`config.mk`:
```
export PLATFORM = sky130hd
export DESIGN_NAME = serial_subtractor_ctrl
export DESIGN_NICKNAME = d
export VERILOG_FILES = /design/src/rtl/serial_subtractor_ctrl.sv
export SDC_FILE = /design/constraint.sdc
export NUM_CORES = 1
export LEC_CHECK = 0
export ABC_AREA = 1
export CAP_MARGIN = 20
export CORE_ASPECT_RATIO = 1.75
export CORE_MARGIN = 2
export CORE_UTILIZATION = 35
export CTS_BUF_LIST = sky130_fd_sc_hd__clkbuf_16
export DETAILED_ROUTE_END_ITERATION = 7
export PLACE_DENSITY = 0.6
export SLEW_MARGIN = 0
export SYNTH_ARGS = -nofsm -noshare
export SYNTH_HDL_FRONTEND = slang
export SYNTH_SLANG_ARGS = --single-unit
export TNS_END_PERCENT = 20
```
`constraint.sdc`:
```
create_clock -name clk -period 1.05 [get_ports clk]
set_input_delay 0.21 -clock clk [delete_from_list [all_inputs] [get_ports clk]]
set_output_delay 0.21 -clock clk [all_outputs]
set_load 0.01 [all_outputs]
```
`src/rtl/serial_subtractor_ctrl.sv`:
```
// Bit-serial a - b, LSB first: one full-subtract cell (two half subtractors plus a
// registered borrow) sequenced by a three-state FSM with start/busy/done handshake.

module serial_subtractor_hs (
    input  logic x_i,
    input  logic y_i,
    output logic d_o,
    output logic b_o
);
    assign d_o = x_i ^ y_i;
    assign b_o = ~x_i & y_i;
endmodule

module serial_subtractor_ctrl #(
    parameter int WIDTH = 8
) (
    input  logic             clk,
    input  logic             rst,
    input  logic             start,
    input  logic [WIDTH-1:0] a,
    input  logic [WIDTH-1:0] b,
    output logic             busy,
    output logic             done,
    output logic [WIDTH-1:0] diff,
    output logic             borrow_out
);
    localparam int CW = ($clog2(WIDTH + 1) < 1) ? 1 : $clog2(WIDTH + 1);

    typedef enum logic [1:0] {S_IDLE, S_SHIFT, S_DONE} state_e;

    state_e           state_q, state_d;
    logic [WIDTH-1:0] a_q, a_d, b_q, b_d;
    logic [WIDTH-1:0] res_q, res_d, res_shift;
    logic [WIDTH-1:0] diff_q, diff_d;
    logic [CW-1:0]    cnt_q, cnt_d;
    logic             br_q, br_d, bout_q, bout_d;
    logic             d1, b1, d, b2, br_next;

    // Full subtract = HS(a0,b0) followed by HS(partial diff, borrow in).
    serial_subtractor_hs u_hs0 (.x_i(a_q[0]), .y_i(b_q[0]), .d_o(d1), .b_o(b1));
    serial_subtractor_hs u_hs1 (.x_i(d1),     .y_i(br_q),   .d_o(d),  .b_o(b2));
    assign br_next = b1 | b2;

    generate
        if (WIDTH == 1) begin : g_res_w1
            assign res_shift = d;
        end else begin : g_res_wn
            assign res_shift = {d, res_q[WIDTH-1:1]};
        end
    endgenerate

    always_comb begin
        state_d = state_q;
        a_d     = a_q;
        b_d     = b_q;
        br_d    = br_q;
        cnt_d   = cnt_q;
        res_d   = res_q;
        diff_d  = diff_q;
        bout_d  = bout_q;
        case (state_q)
            S_IDLE, S_DONE: begin
                if (start) begin
                    a_d     = a;
                    b_d     = b;
                    br_d    = 1'b0;
                    cnt_d   = '0;
                    res_d   = '0;
                    state_d = S_SHIFT;
                end else begin
                    state_d = S_IDLE;
                end
            end
            S_SHIFT: begin
                a_d   = a_q >> 1;
                b_d   = b_q >> 1;
                br_d  = br_next;
                res_d = res_shift;
                cnt_d = cnt_q + CW'(1);
                // Publish only on the last bit so the previous result stays visible.
                if (cnt_q == CW'(WIDTH - 1)) begin
                    diff_d  = res_shift;
                    bout_d  = br_next;
                    state_d = S_DONE;
                end
            end
            default: state_d = S_IDLE;
        endcase
    end

    always_ff @(posedge clk) begin
        if (rst) begin
            state_q <= S_IDLE;
            a_q     <= '0;
            b_q     <= '0;
            br_q    <= 1'b0;
            cnt_q   <= '0;
            res_q   <= '0;
            diff_q  <= '0;
            bout_q  <= 1'b0;
        end else begin
            state_q <= state_d;
            a_q     <= a_d;
            b_q     <= b_d;
            br_q    <= br_d;
            cnt_q   <= cnt_d;
            res_q   <= res_d;
            diff_q  <= diff_d;
            bout_q  <= bout_d;
        end
    end

    assign busy       = (state_q == S_SHIFT);
    assign done       = (state_q == S_DONE);
    assign diff       = diff_q;
    assign borrow_out = bout_q;
endmodule

```
==> impl_metrics.ini <==
[min_path]
min_path_type = flop to flop
min_path_cells = 2
min_to = diff[1]
hold_path.startpoint = diff[1]

[global_routing]
busiest_layer = met2
grt_use_met1 = 0.192
grt_pass1_wl_um = 7510
use_met3 = 0.0270
grt.total_usage = 0.166
grt_pass1_vias = 1609
gr-usage-met2 = 0.291
antenna_found_initial = 0
grt_max_degree = 17
overflow = 0

[power]
p_per_area_nw_per_um2 = 1420
cell_internal_pwr_uw = 2950
peakVddDrop_mv = 0.839
p_comb_frac = 0.163
p_sw_frac = 0.248
leakagePower_uw = 0.00110
power_frac_clock = 0.434
switchingPower_uw = 973
seqPwrFrac = 0.403

[sta]
max_freq_mhz = 811
report.final.slew_viol_count = 0
setup_ws_ns = -0.182
finalSetupViolCount = 37
clock_skew_ns = 0.00638
maxSlewHeadroom = 0.783
report.final.hold_viol_count = 0
worst_pin_slew_ns = 0.325
period_minus_slack_ns = 1.23
fin_tns_setup_ns = -1.70
rsz0062_at_grt = true
fin_hold_ws_ns = 0.468
finalCritPeriodShare = 1.17

[detailed_routing]
first_iter_violations = 56
wl_um = 5140
route.detailed.drc = 0
ant_nets = 0
firstDrtPassIters = 4
vias = 1806
avgViaCountPerCell = 5.22
wire_per_inst_um = 14.9

[floorplanning]
coreArea_sq_um = 5210
io_pins = 30
core.rowCount = 35
die_y_um = 101
die_area_sq_um = 5950
fp.dieW_um = 59.2
start_util = 0.358

[finish]
nFillCells = 504
areaGrowthSynthToFinish_pct = 47.7
finish.utilization = 0.529
layout-drive-gt1-share = 0.385
nNetsFinal = 311
n_antenna_cell = 0
fin_cells = 346

[yosys]
yosys.cell_types.count = 23
synth_area_leaders = dfxtp_1, nand3_1, nand2_1, a21oi_1, nand3_2
synth_top_area_frac = 0.419
yosys.area.top_type = dfxtp_1
syn_nets = 263
yosysMostFrequentCell = nand3_1
synth_ff_type = dfxtp_1
ys_warn_count = 0
netlist_area_sq_um = 1870
synth-seq-cells = 39
async_flop_share = 0
synth_common_cells = nand3_1, dfxtp_1, nand2_1
synth_enable_flop_cells = 0
ys_seq_area_frac = 0.419
avgSynthCellArea_sq_um = 7.71
netlist_instances = 242

[setup_path]
critical_path_class = flop to primary output
path_depth = 3
cp_max_fo = 2
ff2ff_setup_slack_ns = -0.16
worst_r2r_startpoint = br_q
critPathRequiredTime_ns = 0.84
cp_cell_sequence = buf_4, nor2_4, buf_2
r2r-end = res_q[7]
path_buf_inv = 2
endpoint_kind = primary output
critPathLaunchType = flop
critPathTopFamily = flip-flops
arrival_ns = 1.02
critPathMaxStageDelay_ns = 0.32
critPathSlowestCell = dfxtp_2
worst-r2r-cell-count = 4

[clock_tree]
cts_max_level = 2
cts_root_buf = clkbuf_16
cts_max_path_buffers = 2
clkSinkCount = 39
clock_latency_ns = 0.28
clk_pin_slew_worst_paths_ns = 0.06
tritoncts = built
numCtsBuffers = 5

[job]
cap_violations = 0

[outcome]
outcome = finished, violations left
violations = negative setup slack

[placement]
dp_hpwl_um = 3320
gp_congestion = 0.801
io_buffers = 29
dp_cells = 335
cell usage in the layout, fill, tap and decap left out, types with 2 or more instances in the layout:
master and n:
buf_6 7, buf_12 3, inv_1 14, clkinv_1 4
clkdlybuf4s50_1 17, dfxtp_2 7, o21ai_0 2, nand3_1 55
buf_2 9, a21oi_2 16, a21oi_1 12, clkbuf_16 6
nand2_1 35, nor2_1 8, buf_4 14, nand3_2 14
buf_8 4, nand2_8 2, nor2_4 6, inv_2 6
dfxtp_1 31, nand3_4 5, nand2_2 4
flip-flops by register name, indices dropped and copies added (netlist names):
signal and flops:
a_q 8, b_q 8, diff 8, res_q 7, cnt_q 4, state_q 2
borrow_out 1, br_q 1
worst register-to-register path, cell delays in order, from the launching register on:
cell	delay, ns
dfxtp_2	0.33
inv_2	0.04
fa_2	0.58
nand2_1	0.07
a21oi_2	0.11
cells by family after synthesis:
kind of cell,after synthesis,synth area share
AOI/OAI and AO/OA,30,0.0986
adders and majority gates,2,0.0174
buffers and inverters,41,0.115
DFF,39,0.419
and+or+nand+nor,130,0.350
per-layer routing:
layer,vias to the layer above,wire (um)
met3,8,137
met2,35,2920
met4,0,82
li1,894,-
met1,869,2000
met5,-,0
layout make-up:
type / count / area, sq um / share of cell area
sequential: 39 / 793 / 0.288
tap: 55 / 68.8 / 0.0250
multi-input combinational: 163 / 1070 / 0.389
inverter: 24 / 92.6 / 0.0336
timing repair buffer: 57 / 564 / 0.205
clock buffer: 5 / 125 / 0.0454
clock inverter: 3 / 38.8 / 0.0141
stage by stage:
step | instance area (sq um) | total power (uW) | worst slack [ns]
floorplan | 1870 | 1900 | -0.0523
global placement | 2310 | 2090 | -0.428
detailed placement | 2310 | 2100 | -0.460
CTS | 2570 | 3840 | -0.161
global route | 2760 | 4060 | -0.208
finish | 2760 | 3920 | -0.182
worst max path at each step:
| stage | from | endpoint |
|---|---|---|
| floorplan | br_q | res_q[7] |
| global placement | start | cnt_q[3] |
| detailed placement | start | cnt_q[3] |
| CTS | br_q | res_q[7] |
| global route | state_q[1] | busy |
| finish | state_q[1] | busy |
power groups by stage:
stage	Clock (uW)	Combinational [uW]	Sequential (uW)
6_report	1700	639	1580
3_5_place_dp	0	492	1600
4_1_cts	1720	535	1580
3_3_place_gp	0	488	1600
5_1_grt	1780	690	1590
2_1_floorplan	0	308	1590
what timing repair did:
item                       in CTS  in global routing
cloned                          0                  2
pin swaps                       9                 18
hold buffers                    0                  0
setup endpoints to repair      50                 46
hold endpoints to repair        0                  0
resized for setup              71                 43
buffers inserted                0                  1
No activity file was read; power rests on OpenSTA's default activity.
